$ cat config.mk
export PLATFORM = sky130hd
export DESIGN_NAME = mult_acc_dump
export DESIGN_NICKNAME = d
export VERILOG_FILES = /design/src/rtl/mult_acc_dump.sv
export SDC_FILE = /design/constraint.sdc
export NUM_CORES = 1
export LEC_CHECK = 0
export CAP_MARGIN = 5
export CORE_MARGIN = 5
export CORE_UTILIZATION = 50
export CTS_CLUSTER_SIZE = 12
export DETAILED_ROUTE_END_ITERATION = 7
export DONT_BUFFER_PORTS = 1
export GPL_TIMING_DRIVEN = 0
export PLACE_DENSITY = 0.68
export SLEW_MARGIN = 20
export SYNTH_ARGS = -nofsm -noshare
export SYNTH_HDL_FRONTEND = slang
export SYNTH_SLANG_ARGS = --single-unit
$ cat constraint.sdc
create_clock -name clk -period 2.9 [get_ports clk]
set_input_delay 0.145 -clock clk [delete_from_list [all_inputs] [get_ports clk]]
set_output_delay 0.145 -clock clk [all_outputs]
set_load 0.05 [all_outputs]
$ cat src/rtl/mult_acc_dump.sv
// rtl/mult_acc_dump.sv - integrate-and-dump accumulator behind a signed multiplier
//
// Purpose: sums acc_len consecutive valid signed products, emits one scaled
// result per frame and restarts from zero. Back-to-back frames run with no gap.
// Build option: define MULT_ACC_DUMP_SAT_EN to saturate the scaled result and
// flag clipping on dout_ovf; otherwise the result wraps and dout_ovf is 0.
//
// Ports:
//   clk         clock
//   rst         synchronous active-high reset
//   din         signed product (DIN_WIDTH)
//   din_valid   din qualifier, every valid beat is consumed
//   acc_len     products per dump, sampled on the first beat of a frame (0 acts as 1)
//   sync_in     frame restart strobe
//   dout        signed scaled sum (DOUT_WIDTH), holds between pulses
//   dout_valid  one-cycle pulse per completed frame
//   dout_ovf    one-cycle pulse with dout_valid when the result was clipped
module mult_acc_dump #(
    parameter int DIN_WIDTH  = 32,
    parameter int ACC_WIDTH  = 48,
    parameter int DOUT_WIDTH = 32,
    parameter int DOUT_SHIFT = 16,
    parameter int LEN_WIDTH  = 16
) (
    input  logic                  clk,
    input  logic                  rst,
    input  logic [DIN_WIDTH-1:0]  din,
    input  logic                  din_valid,
    input  logic [LEN_WIDTH-1:0]  acc_len,
    input  logic                  sync_in,
    output logic [DOUT_WIDTH-1:0] dout,
    output logic                  dout_valid,
    output logic                  dout_ovf
);

    localparam logic [0:0] S_IDLE  = 1'b0;
    localparam logic [0:0] S_ACCUM = 1'b1;

    localparam logic [LEN_WIDTH-1:0] LEN_ONE = LEN_WIDTH'(1);

    // Input register stage: isolates the multiplier output from the adder and
    // gives the two-cycle beat-to-dout latency together with the dump register.
    logic [DIN_WIDTH-1:0] din_q;
    logic                 din_valid_q;
    logic                 sync_q;
    logic [LEN_WIDTH-1:0] acc_len_q;

    always_ff @(posedge clk) begin
        if (rst) begin
            din_q       <= '0;
            din_valid_q <= 1'b0;
            sync_q      <= 1'b0;
            acc_len_q   <= '0;
        end else begin
            din_q       <= din;
            din_valid_q <= din_valid;
            sync_q      <= sync_in;
            acc_len_q   <= acc_len;
        end
    end

    logic [0:0]                  state_q, state_d;
    logic signed [ACC_WIDTH-1:0] acc_q, acc_d;
    logic [LEN_WIDTH-1:0]        count_q, count_d;
    logic [LEN_WIDTH-1:0]        len_q, len_d;
    logic signed [ACC_WIDTH-1:0] fin_q, fin_d;
    logic                        fin_v_q, fin_v_d;

    logic signed [ACC_WIDTH-1:0] din_ext;
    logic [LEN_WIDTH-1:0]        len_eff;

    assign din_ext = ACC_WIDTH'($signed(din_q));
    assign len_eff = (acc_len_q == '0) ? LEN_ONE : acc_len_q;

    always_comb begin
        state_d = state_q;
        acc_d   = acc_q;
        count_d = count_q;
        len_d   = len_q;
        fin_d   = fin_q;
        fin_v_d = 1'b0;

        // sync_in behaves like IDLE: a coincident valid beat starts the new
        // frame, which also discards a frame that would have ended this cycle.
        if (sync_q || (state_q == S_IDLE)) begin
            if (din_valid_q) begin
                len_d = len_eff;
                if (len_eff == LEN_ONE) begin
                    fin_d   = din_ext;
                    fin_v_d = 1'b1;
                    acc_d   = '0;
                    count_d = '0;
                    state_d = S_IDLE;
                end else begin
                    acc_d   = din_ext;
                    count_d = LEN_ONE;
                    state_d = S_ACCUM;
                end
            end else begin
                acc_d   = '0;
                count_d = '0;
                state_d = S_IDLE;
            end
        end else if (din_valid_q) begin
            if (count_q == len_q - LEN_ONE) begin
                fin_d   = acc_q + din_ext;
                fin_v_d = 1'b1;
                acc_d   = '0;
                count_d = '0;
                state_d = S_IDLE;
            end else begin
                acc_d   = acc_q + din_ext;
                count_d = count_q + LEN_ONE;
            end
        end
    end

    always_ff @(posedge clk) begin
        if (rst) begin
            state_q <= S_IDLE;
            acc_q   <= '0;
            count_q <= '0;
            len_q   <= '0;
            fin_q   <= '0;
            fin_v_q <= 1'b0;
        end else begin
            state_q <= state_d;
            acc_q   <= acc_d;
            count_q <= count_d;
            len_q   <= len_d;
            fin_q   <= fin_d;
            fin_v_q <= fin_v_d;
        end
    end

    // Output scaling
    logic signed [ACC_WIDTH-1:0] shifted;
    logic [DOUT_WIDTH-1:0]       dout_d;
    logic                        clip;

    assign shifted = fin_q >>> DOUT_SHIFT;

`ifdef MULT_ACC_DUMP_SAT_EN
    localparam logic signed [ACC_WIDTH-1:0] SAT_MAX =
        {{(ACC_WIDTH-DOUT_WIDTH+1){1'b0}}, {(DOUT_WIDTH-1){1'b1}}};
    localparam logic signed [ACC_WIDTH-1:0] SAT_MIN = ~SAT_MAX;

    always_comb begin
        dout_d = shifted[DOUT_WIDTH-1:0];
        clip   = 1'b0;
        if (shifted > SAT_MAX) begin
            dout_d = SAT_MAX[DOUT_WIDTH-1:0];
            clip   = 1'b1;
        end else if (shifted < SAT_MIN) begin
            dout_d = SAT_MIN[DOUT_WIDTH-1:0];
            clip   = 1'b1;
        end
    end
`else
    assign dout_d = shifted[DOUT_WIDTH-1:0];
    assign clip   = 1'b0;
`endif

    logic [DOUT_WIDTH-1:0] dout_q;
    logic                  dout_valid_q;
    logic                  dout_ovf_q;

    always_ff @(posedge clk) begin
        if (rst) begin
            dout_q       <= '0;
            dout_valid_q <= 1'b0;
            dout_ovf_q   <= 1'b0;
        end else begin
            dout_valid_q <= fin_v_q;
            dout_ovf_q   <= fin_v_q & clip;
            if (fin_v_q) begin
                dout_q <= dout_d;
            end
        end
    end

    assign dout       = dout_q;
    assign dout_valid = dout_valid_q;
    assign dout_ovf   = dout_ovf_q;

endmodule

==> run_results.csv, run 1 <==
group,metric,value,unit
pwr,ir_drop,0.0003875,V
clocking,htree_levels,4,
pwr,switchingPower,2.191,mW
floorplan,row_count,52,
critical_path,cp.arrival,3280,ps
critical_path,cpLargestDelayFamily,"compound AO/OA/AOI/OAI gates",
yosys,yosys-top-cells-count,"197 x dfxtp_1, 162 x nor2_1, 98 x a21oi_1",
global_route,antenna_found_initial,0,
timing,hold_viol_final,0,
drt,drtIter0Drc,765,
yosys,synth-async-reset-ratio,0,%
global_route,grt_max_degree,25,
timing,worst_pin_slew,891.1,ps
critical_path,critPathMaxStageDelay,370,ps
critical_path,setup.worst_path.end_class,"flip-flop",
drt,dr.max_layer_used,"met4",
place,dp.cells,1515,
timing,drv_slew,0,
yosys,syn_nets,1347,
final_layout,drive_gt1_share,19.84,%
drt,vias,9877,
place,portBuffers,0,
yosys,avgSynthCellArea,8.322,um2
floorplan,io_pins,86,
clocking,numCtsBuffers,17,
pwr,clkPwrFrac,38.1,%
pwr,total_power,6.732,mW
final_layout,nets,1450,
place,placed_area,0.01070,mm2
yosys,synth_top_area_share,38.06,%
pwr,p_comb_share,18.7,%
clocking,numClockSinks,197,
yosys,synth_area,0.01036,mm2
yosys,synth_top_area_cell,"dfxtp_1",
pwr,switching_share,32.55,%
drt,wl_met1,13690,um
critical_path,path_buf_inv,0,
drt,postRouteAntennaNets,0,
critical_path,cp_cell_sequence,"ha_4 > fa_2 > a211oi_2 > o21bai_2 > a211o_4 > a211oi_4 > o21ai_2 > a21boi_2 > o221ai_2 > xor2_2 > a221oi_2 > nor3_1",
floorplan,fp.dieH,154.0,um
critical_path,path_max_fanout,3,
drt,post_drt_wl_per_cell,20.02,um
clocking,insertion_delay,460,ps
drt,routed_wl,32650,um
timing,setup_viol,8,
critical_path,r2r_slack,-70,ps
final_layout,design_area,0.01341,mm2
pwr,power.leakage,5.055,nW
yosys,synth_top_flop_cell,"dfxtp_1",
final_layout,multi_input_area,0.007114,mm2
status,violations,"setup timing",
clocking,root_buffer,"clkbuf_16",
pwr,power_density,502.0,mW/mm2
timing,final.min_clock_period,2973,ps
floorplan,dieArea,0.02370,mm2
timing,grt_setup_unrepaired,"true",
critical_path,critical_path.startpoint_type,"flip-flop",
drt,dr.pass1.iters,5,
drt,routed_via_density,6.056,
yosys,synth_warnings,0,
final_layout,regArea,0.003965,mm2
global_route,grtUsageTotal,25.51,%
clocking,cts.reportedPaths.clkPinSlew,80,ps
final_layout,post-route-util,66.06,%
place,place.gp.congestion,0.9558,
critical_path,critPathKind,"flip-flop to flip-flop",
pwr,seqPwrFrac,43.2,%
yosys,synth.area.top_cells,"dfxtp_1 38%, ha_1 5.9%, nor2_1 5.9%",
drt,met3_length,2610,um
floorplan,initial_core_util,51.04,%
final_layout,antennaDiodeCount,0,
hold_path,hold_class,"primary input to flip-flop",
final_layout,fill_cells,1596,
place,hpwlAfterDp,22210,um
yosys,yosysMostFrequentCell,"dfxtp_1",
yosys,synth_edf_count,0,
final_layout,final_cells,1631,
timing,finalClockSkew,17.71,ps
critical_path,cpMaxStageDelayCell,"a211o_4",
final_layout,syn_to_final_growth,29.43,%
run,cap_violations,0,
clocking,cts_buffer_depth,2,
timing,finalCritPeriodShare,102.5,%
yosys,yosys_register_bits,197,
timing,slew_headroom,40.59,%
place,place_ws,-611.9,ps
yosys,synth_cells,1245,
global_route,grt_pass1_wl,49530,um
pwr,p_int,4.540,mW
yosys,ys_types,73,
global_route,grt-ovfl-total,0,
floorplan,die_width,154.0,um
status,outcome,"finished with violations",
drt,wl_met2,15230,um
timing,worst_slack,-72.97,ps
drt,drc_errors,0,
timing,fmax,336.4,MHz
floorplan,fp.coreArea,0.02030,mm2
clocking,cts_tree,"built",
yosys,yosysSeqAreaShare,38.06,%
critical_path,cp.required,3210,ps
global_route,grt_pass1_vias,9394,
## flip-flops by register name, summed over array words and instances, names as in the netlist
register and cells:
din_valid_q 1, count_q 16, len_q 16, acc_len_q 16, sync_q 1, fin_v_q 1, state_q 1, acc_q 48
fin_q 32, din_q 32, dout 32, dout_valid 1
## worst paths after layout
check                                   from   endpoint  depth (start not counted)
worst max-delay path                din_q[0]  acc_q[22]                         12
worst max register to register      din_q[0]  acc_q[22]                         12
worst min register to register  acc_len_q[1]   len_q[1]                          2
worst min-delay path                     rst    fin_v_q                          2
## power by group through the flow
stage               Combinational, mW  Clock [mW]  Sequential (mW)
floorplan                       0.692           0             2.92
global route                     1.36        2.69             2.92
CTS                              1.03        2.57             2.89
detailed placement              0.919           0             2.95
global placement                0.912           0             2.94
finish                           1.26        2.57             2.90
## layout make-up
cell class                      instances  share of cell area [%]
Buffer                                 70                   2.706
Tap cell                              270                   2.519
Sequential cell                       197                   29.57
Multi-Input combinational cell        956                   53.05
Clock inverter                         15                   1.689
Timing Repair Buffer                   89                   6.820
Inverter                               17                  0.4758
Clock buffer                           17                   3.172
## layer usage
metal	up-vias	track usage, %
li1	4660	-
met1	4721	32.62
met2	413	41.64
met3	83	7.139
met4	0	8.368
met5	-	0
## layout by cell type (no fill, tap or decap), types with 21 or more instances in the layout
cell,instances
nor3_1,60
xor2_1,28
nand2_1,93
dfxtp_1,184
nand3_1,26
ha_1,29
a21oi_2,21
nor2b_1,66
a221oi_2,25
buf_4,25
o21ai_0,41
dlygate4sd3_1,50
a21oi_1,71
xnor2_1,34
mux2i_1,39
clkbuf_1,47
nor2_1,147
## worst register-to-register path, cell delays in order (launching register included)
cell and delay (ps):
dfxtp_2 340, ha_4 160, fa_2 360, a211oi_2 220
o21bai_2 120, a211o_4 370, a211oi_4 240, o21ai_2 110
a21boi_2 220, o221ai_2 160, xor2_2 180, a221oi_2 260
nor3_1 90
## timing repair
action,4_1_cts,5_1_grt
cloned,0,7
hold buffers,50,0
setup endpoints to repair,96,88
endpoints found under the hold margin,50,0
gates resized for setup,62,214
pin swaps,17,63
buffers inserted,11,21
## cells by family after synthesis
group                    count (synthesis)  synth area share (%)
other                                    1               0.03619
multiplexers                            41                 3.985
XOR/XNOR                                71                 6.002
adder cells (fa/ha/maj)                 50                 6.110
AO/OA/AOI/OAI                          297                 19.13
buffers and inverters                   92                 3.550
AND/OR/NAND/NOR                        496                 23.13
flip-flops                             197                 38.06
## per-stage QoR
stage | setup TNS (ps) | hold WS (ps)
floorplan | 0 | 273.2
global placement | -35210 | 274.8
detailed placement | -37670 | 279.0
CTS | -43.97 | 215.8
global route | -7507 | 249.8
finish | -220.7 | 218.7
(Power assumes the default switching activity.)
==> run 2, diff against run 1 <==
--- a/config.mk
+++ b/config.mk
@@ -6,7 +6,6 @@
 export NUM_CORES = 1
 export LEC_CHECK = 0
 export CAP_MARGIN = 5
-export CORE_MARGIN = 5
 export CORE_UTILIZATION = 50
 export CTS_CLUSTER_SIZE = 12
 export DETAILED_ROUTE_END_ITERATION = 7
==> run_results.csv, run 2 (synthesis results as in run 1) <==
group,metric,value,unit
critical_path,r2r_cells,13,
clocking,cts.reportedPaths.clkPinSlew,80,ps
timing,final.min_clock_period,2991,ps
clocking,numCtsBuffers,17,
global_route,met1_usage,36.58,%
critical_path,path_max_fanout,3,
drt,drtIter0Drc,882,
place,placed_area,0.01070,mm2
global_route,gr-max-usage-layer,"met2",
drt,vias,9900,
final_layout,final_cells,1637,
clocking,cts_tree,"built",
critical_path,setup.worst_path.end_class,"flip-flop",
floorplan,dieArea,0.02130,mm2
place,dp.cells,1515,
status,outcome,"finished with violations",
drt,dr.pass1.iters,7,
global_route,grt-ovfl-total,0,
critical_path,cp.required,3240,ps
critical_path,critPathKind,"flip-flop to flip-flop",
timing,finalCritPeriodShare,103.2,%
pwr,power.leakage,5.001,nW
final_layout,regMostFlops,"acc_q",
run,cap_violations,0,
drt,drc_errors,0,
final_layout,antennaDiodeCount,0,
clocking,htree_levels,4,
drt,routed_via_density,6.048,
pwr,seqPwrFrac,44.0,%
global_route,antenna_found_initial,0,
pwr,clkPwrFrac,37.0,%
global_route,grt_pass1_vias,9075,
drt,post_drt_wl_per_cell,19.75,um
timing,drv_slew,0,
pwr,power_density,500.2,mW/mm2
floorplan,row_count,52,
timing,setup_viol,12,
floorplan,die_width,146.0,um
pwr,total_power,6.594,mW
global_route,use_met3,5.831,%
floorplan,io_pins,86,
timing,worst_pin_slew,914.2,ps
pwr,ir_drop,0.0003748,V
timing,grt_setup_unrepaired,"true",
clocking,numClockSinks,197,
hold_path,min_from,"rst",
critical_path,r2r_slack,-90,ps
floorplan,initial_core_util,51.04,%
pwr,switchingPower,2.081,mW
global_route,grtUsageTotal,28.39,%
final_layout,final_cell_mix,"190 x dfxtp_1, 152 x nor2_1, 94 x nand2_1",
hold_path,hold_end,"fin_v_q",
final_layout,drive_gt1_share,17.70,%
critical_path,rr_endpoint,"fin_q[44]",
pwr,p_int,4.512,mW
critical_path,r2r_start,"din_q[0]",
global_route,grt_max_degree,22,
place,hpwlAfterDp,21420,um
clocking,root_buffer,"clkbuf_16",
place,portBuffers,0,
status,violations,"setup timing",
drt,routed_wl,32330,um
global_route,grt_pass1_wl,48150,um
final_layout,layout_commonest_cell,"dfxtp_1",
floorplan,fp.dieH,146.0,um
pwr,p_comb_share,19.0,%
timing,slew_headroom,39.06,%
clocking,insertion_delay,450,ps
place,place.gp.congestion,0.9238,
final_layout,design_area,0.01318,mm2
floorplan,fp.coreArea,0.02030,mm2
clocking,cts_buffer_depth,2,
hold_path,holdPathStages,2,
final_layout,syn_to_final_growth,27.22,%
final_layout,largest_register_ffs,48,
timing,finalClockSkew,12.98,ps
final_layout,nets,1456,
critical_path,critical_path.startpoint_type,"flip-flop",
place,place_ws,-599.6,ps
timing,fmax,334.3,MHz
pwr,switching_share,31.57,%
drt,postRouteAntennaNets,0,
timing,hold_viol_final,0,
timing,worst_slack,-91.41,ps
hold_path,hold_class,"primary input to flip-flop",
global_route,met2_usage,48.01,%
final_layout,post-route-util,64.93,%
critical_path,cp.arrival,3330,ps
run 2: metal layers:
metal  share of wire (%)  vias up
met5                   0        -
met4                 2.8        0
met1                  42     4720
met3                 7.1       75
met2                  48      429
li1                    -     4676
run 2: power by group through the flow:
stage | Sequential (mW) | Combinational (mW) | Clock, mW
2_1_floorplan | 2.92 | 0.692 | 0
3_3_place_gp | 2.94 | 0.909 | 0
3_5_place_dp | 2.95 | 0.914 | 0
4_1_cts | 2.89 | 1.03 | 2.45
5_1_grt | 2.91 | 1.34 | 2.55
6_report | 2.90 | 1.26 | 2.44
run 2: area by class of cell:
cell class                      instances  area, um2
Clock inverter                         14      168.9
Sequential cell                       197       3958
Clock buffer                           18      439.2
Multi-Input combinational cell        956       6920
Timing Repair Buffer                   95      940.9
Fill cell                            1633       7118
Tap cell                              270      337.8
Inverter                               17      63.81
Buffer                                 70      352.8
run 2: how the worst max path moves through the flow:
stage,from,slack [ps],end
2_1_floorplan,din_q[0],20,acc_q[22]
3_3_place_gp,din_q[3],-630,fin_q[41]
3_5_place_dp,din_q[3],-600,fin_q[41]
4_1_cts,acc_q[0],-50,acc_q[22]
5_1_grt,din_q[11],-210,acc_q[46]
6_report,din_q[0],-90,fin_q[44]
run 2: what timing repair did:
action | in CTS | in global routing
setup endpoints to repair | 96 | 91
hold buffers | 50 | 0
cloned | 0 | 5
endpoints found under the hold margin | 50 | 0
pin swaps | 23 | 55
resized for setup | 55 | 158
buffers inserted | 11 | 29
run 2: per-stage QoR:
stage	TNS [ps]	hold WS, ps
after detailed placement	-35390	279.0
after CTS	-167.8	236.2
after global placement	-33800	275.2
final	-604.5	220.8
after global routing	-9971	223.9
after floorplan	0	273.2
run 2: critical path, cell delays in order (launching register included):
cell      delay, ps
dfxtp_2         350
ha_4            160
fa_2            370
a211oi_2        240
o21bai_2        120
a211o_1         340
nand3_2         140
a21oi_4          90
buf_12          130
o21ai_4         200
a311oi_1        170
or3_1           350
nand3_1         130
a21oi_1          80
==> run 3, diff against run 2 <==
--- a/config.mk
+++ b/config.mk
@@ -11,7 +11,7 @@
 export DETAILED_ROUTE_END_ITERATION = 7
 export DONT_BUFFER_PORTS = 1
 export GPL_TIMING_DRIVEN = 0
-export PLACE_DENSITY = 0.68
+export PLACE_DENSITY = 0.72
 export SLEW_MARGIN = 20
 export SYNTH_ARGS = -nofsm -noshare
 export SYNTH_HDL_FRONTEND = slang
==> run_results.csv, run 3 (synthesis results as in run 1) <==
group,metric,value,unit
status,outcome,"finished with violations",
status,violations,"DRC, setup timing",
place,place.gp.congestion,0.9414,
critical_path,cpMaxStageDelayCell,"a211o_1",
drt,routed_via_density,5.999,
critical_path,setup.worst_path.end_class,"flip-flop",
critical_path,path_max_fanout,3,
final_layout,final_cells,1629,
critical_path,critical_path.startpoint_type,"flip-flop",
timing,fmax,334.7,MHz
timing,setup-tns-final,-691.5,ps
timing,drv_slew,0,
clocking,numCtsBuffers,17,
floorplan,dieArea,0.02130,mm2
clocking,cts_tree,"built",
floorplan,initial_core_util,51.04,%
clocking,cts_buffer_depth,2,
pwr,ir_drop,0.0004077,V
timing,setup_viol,12,
timing,worst_pin_slew,1045,ps
global_route,grtUsageTotal,29.17,%
final_layout,largest_register_ffs,48,
global_route,gr-max-usage-layer,"met2",
pwr,power.leakage,4.908,nW
timing,finalCritPeriodShare,103.0,%
hold_path,hold_class,"primary input to flip-flop",
timing,hold_viol_final,0,
final_layout,antennaDiodeCount,0,
floorplan,fp.coreArea,0.02030,mm2
final_layout,design_area,0.01296,mm2
critical_path,path_buf_inv,1,
place,placed_area,0.01070,mm2
drt,vias,9773,
final_layout,multi_input_area,0.006793,mm2
final_layout,regArea,0.003959,mm2
final_layout,layout_commonest_cell,"dfxtp_1",
drt,dr.pass1.iters,8,
timing,finalClockSkew,10.18,ps
run,cap_violations,0,
pwr,total_power,6.691,mW
critical_path,cpLargestDelayFamily,"compound AO/OA/AOI/OAI gates",
global_route,grt_pass1_vias,9494,
final_layout,nets,1448,
global_route,use_met3,5.517,%
place,dp.cells,1515,
timing,grt_setup_unrepaired,"true",
critical_path,cp.arrival,3290,ps
critical_path,critPathKind,"flip-flop to flip-flop",
global_route,antenna_found_initial,0,
global_route,grt-ovfl-total,0,
drt,post_drt_wl_per_cell,19.67,um
final_layout,regMostFlops,"acc_q",
pwr,power_density,516.1,mW/mm2
floorplan,fp.dieH,146.0,um
floorplan,io_pins,86,
timing,slew_headroom,30.09,%
final_layout,drive_gt1_share,15.53,%
critical_path,critPathMaxStageDelay,360,ps
critical_path,cp.required,3200,ps
critical_path,cp_cell_sequence,"ha_4 > fa_2 > a211oi_2 > o21bai_2 > a211o_1 > nand3_2 > a21oi_4 > buf_6 > o21ai_4 > a311oi_2 > or3_1 > nand3_1 > a211oi_1",
global_route,met2_usage,49.21,%
clocking,htree_levels,4,
floorplan,row_count,52,
global_route,met1_usage,35.93,%
clocking,numClockSinks,197,
timing,final.min_clock_period,2988,ps
clocking,cts.reportedPaths.clkPinSlew,80,ps
drt,drtIter0Drc,878,
final_layout,syn_to_final_growth,25.13,%
drt,routed_wl,32040,um
final_layout,fill_cells,1659,
place,portBuffers,0,
clocking,root_buffer,"clkbuf_16",
drt,drc_errors,15,
timing,worst_slack,-87.88,ps
final_layout,final_cell_mix,"189 x dfxtp_1, 162 x nor2_1, 92 x nand2_1",
floorplan,die_width,146.0,um
global_route,grt_max_degree,24,
global_route,grt_pass1_wl,49130,um
clocking,insertion_delay,450,ps
drt,postRouteAntennaNets,0,
place,hpwlAfterDp,21520,um
[run 3: repair_timing]
| action | in CTS | in global routing |
|---|---|---|
| cloned | 0 | 2 |
| endpoints found under the hold margin | 50 | 0 |
| gates resized for setup | 53 | 131 |
| setup endpoints to repair | 96 | 90 |
| setup buffers | 12 | 22 |
| pin swaps | 24 | 49 |
| hold buffers | 50 | 0 |
[run 3: layout make-up]
| type | instances | area share (%) |
|---|---|---|
| plain buffers | 71 | 2.673 |
| clock buffers | 17 | 3.281 |
| clock inverters | 15 | 1.795 |
| inverters | 17 | 0.4922 |
| multi-input cells | 956 | 52.39 |
| flip-flops and latches | 197 | 30.53 |
| well taps | 270 | 2.606 |
| repair buffers | 86 | 6.225 |
[run 3: where the power goes]
part,switching (mW),leakage (nW),internal (mW),total (mW)
combinational,0.704,2.98,0.467,1.17
sequential,0.0959,1.61,2.80,2.90
clock,1.32,0.316,1.30,2.62
[run 3: through the flow]
step	util [%]	setup WS, ps	hold slack [ps]
after floorplan	-	24.89	273.2
after global placement	52.73	-594.2	275.5
after detailed placement	52.73	-626.2	279.0
after CTS	60.28	-77.02	244.9
after global routing	63.87	-202.7	251.6
final	63.87	-87.88	236.1
[run 3: routing by layer]
layer  share of wire [%]  vias to the layer above  routed length, um
met2                  48                      447              15430
met4                 3.7                        0               1178
met3                 7.1                       81               2286
met1                  41                     4586              13140
li1                    -                     4659                  -
met5                   0                        -                  0
[run 3: worst paths after layout]
check | end | from | slack, ps | cells after the start
worst min register to register | len_q[12] | acc_len_q[12] | 470 | 2
worst max-delay path | acc_q[44] | din_q[0] | -90 | 13
worst max register to register | acc_q[44] | din_q[0] | -90 | 13
worst min-delay path | fin_v_q | rst | 240 | 2
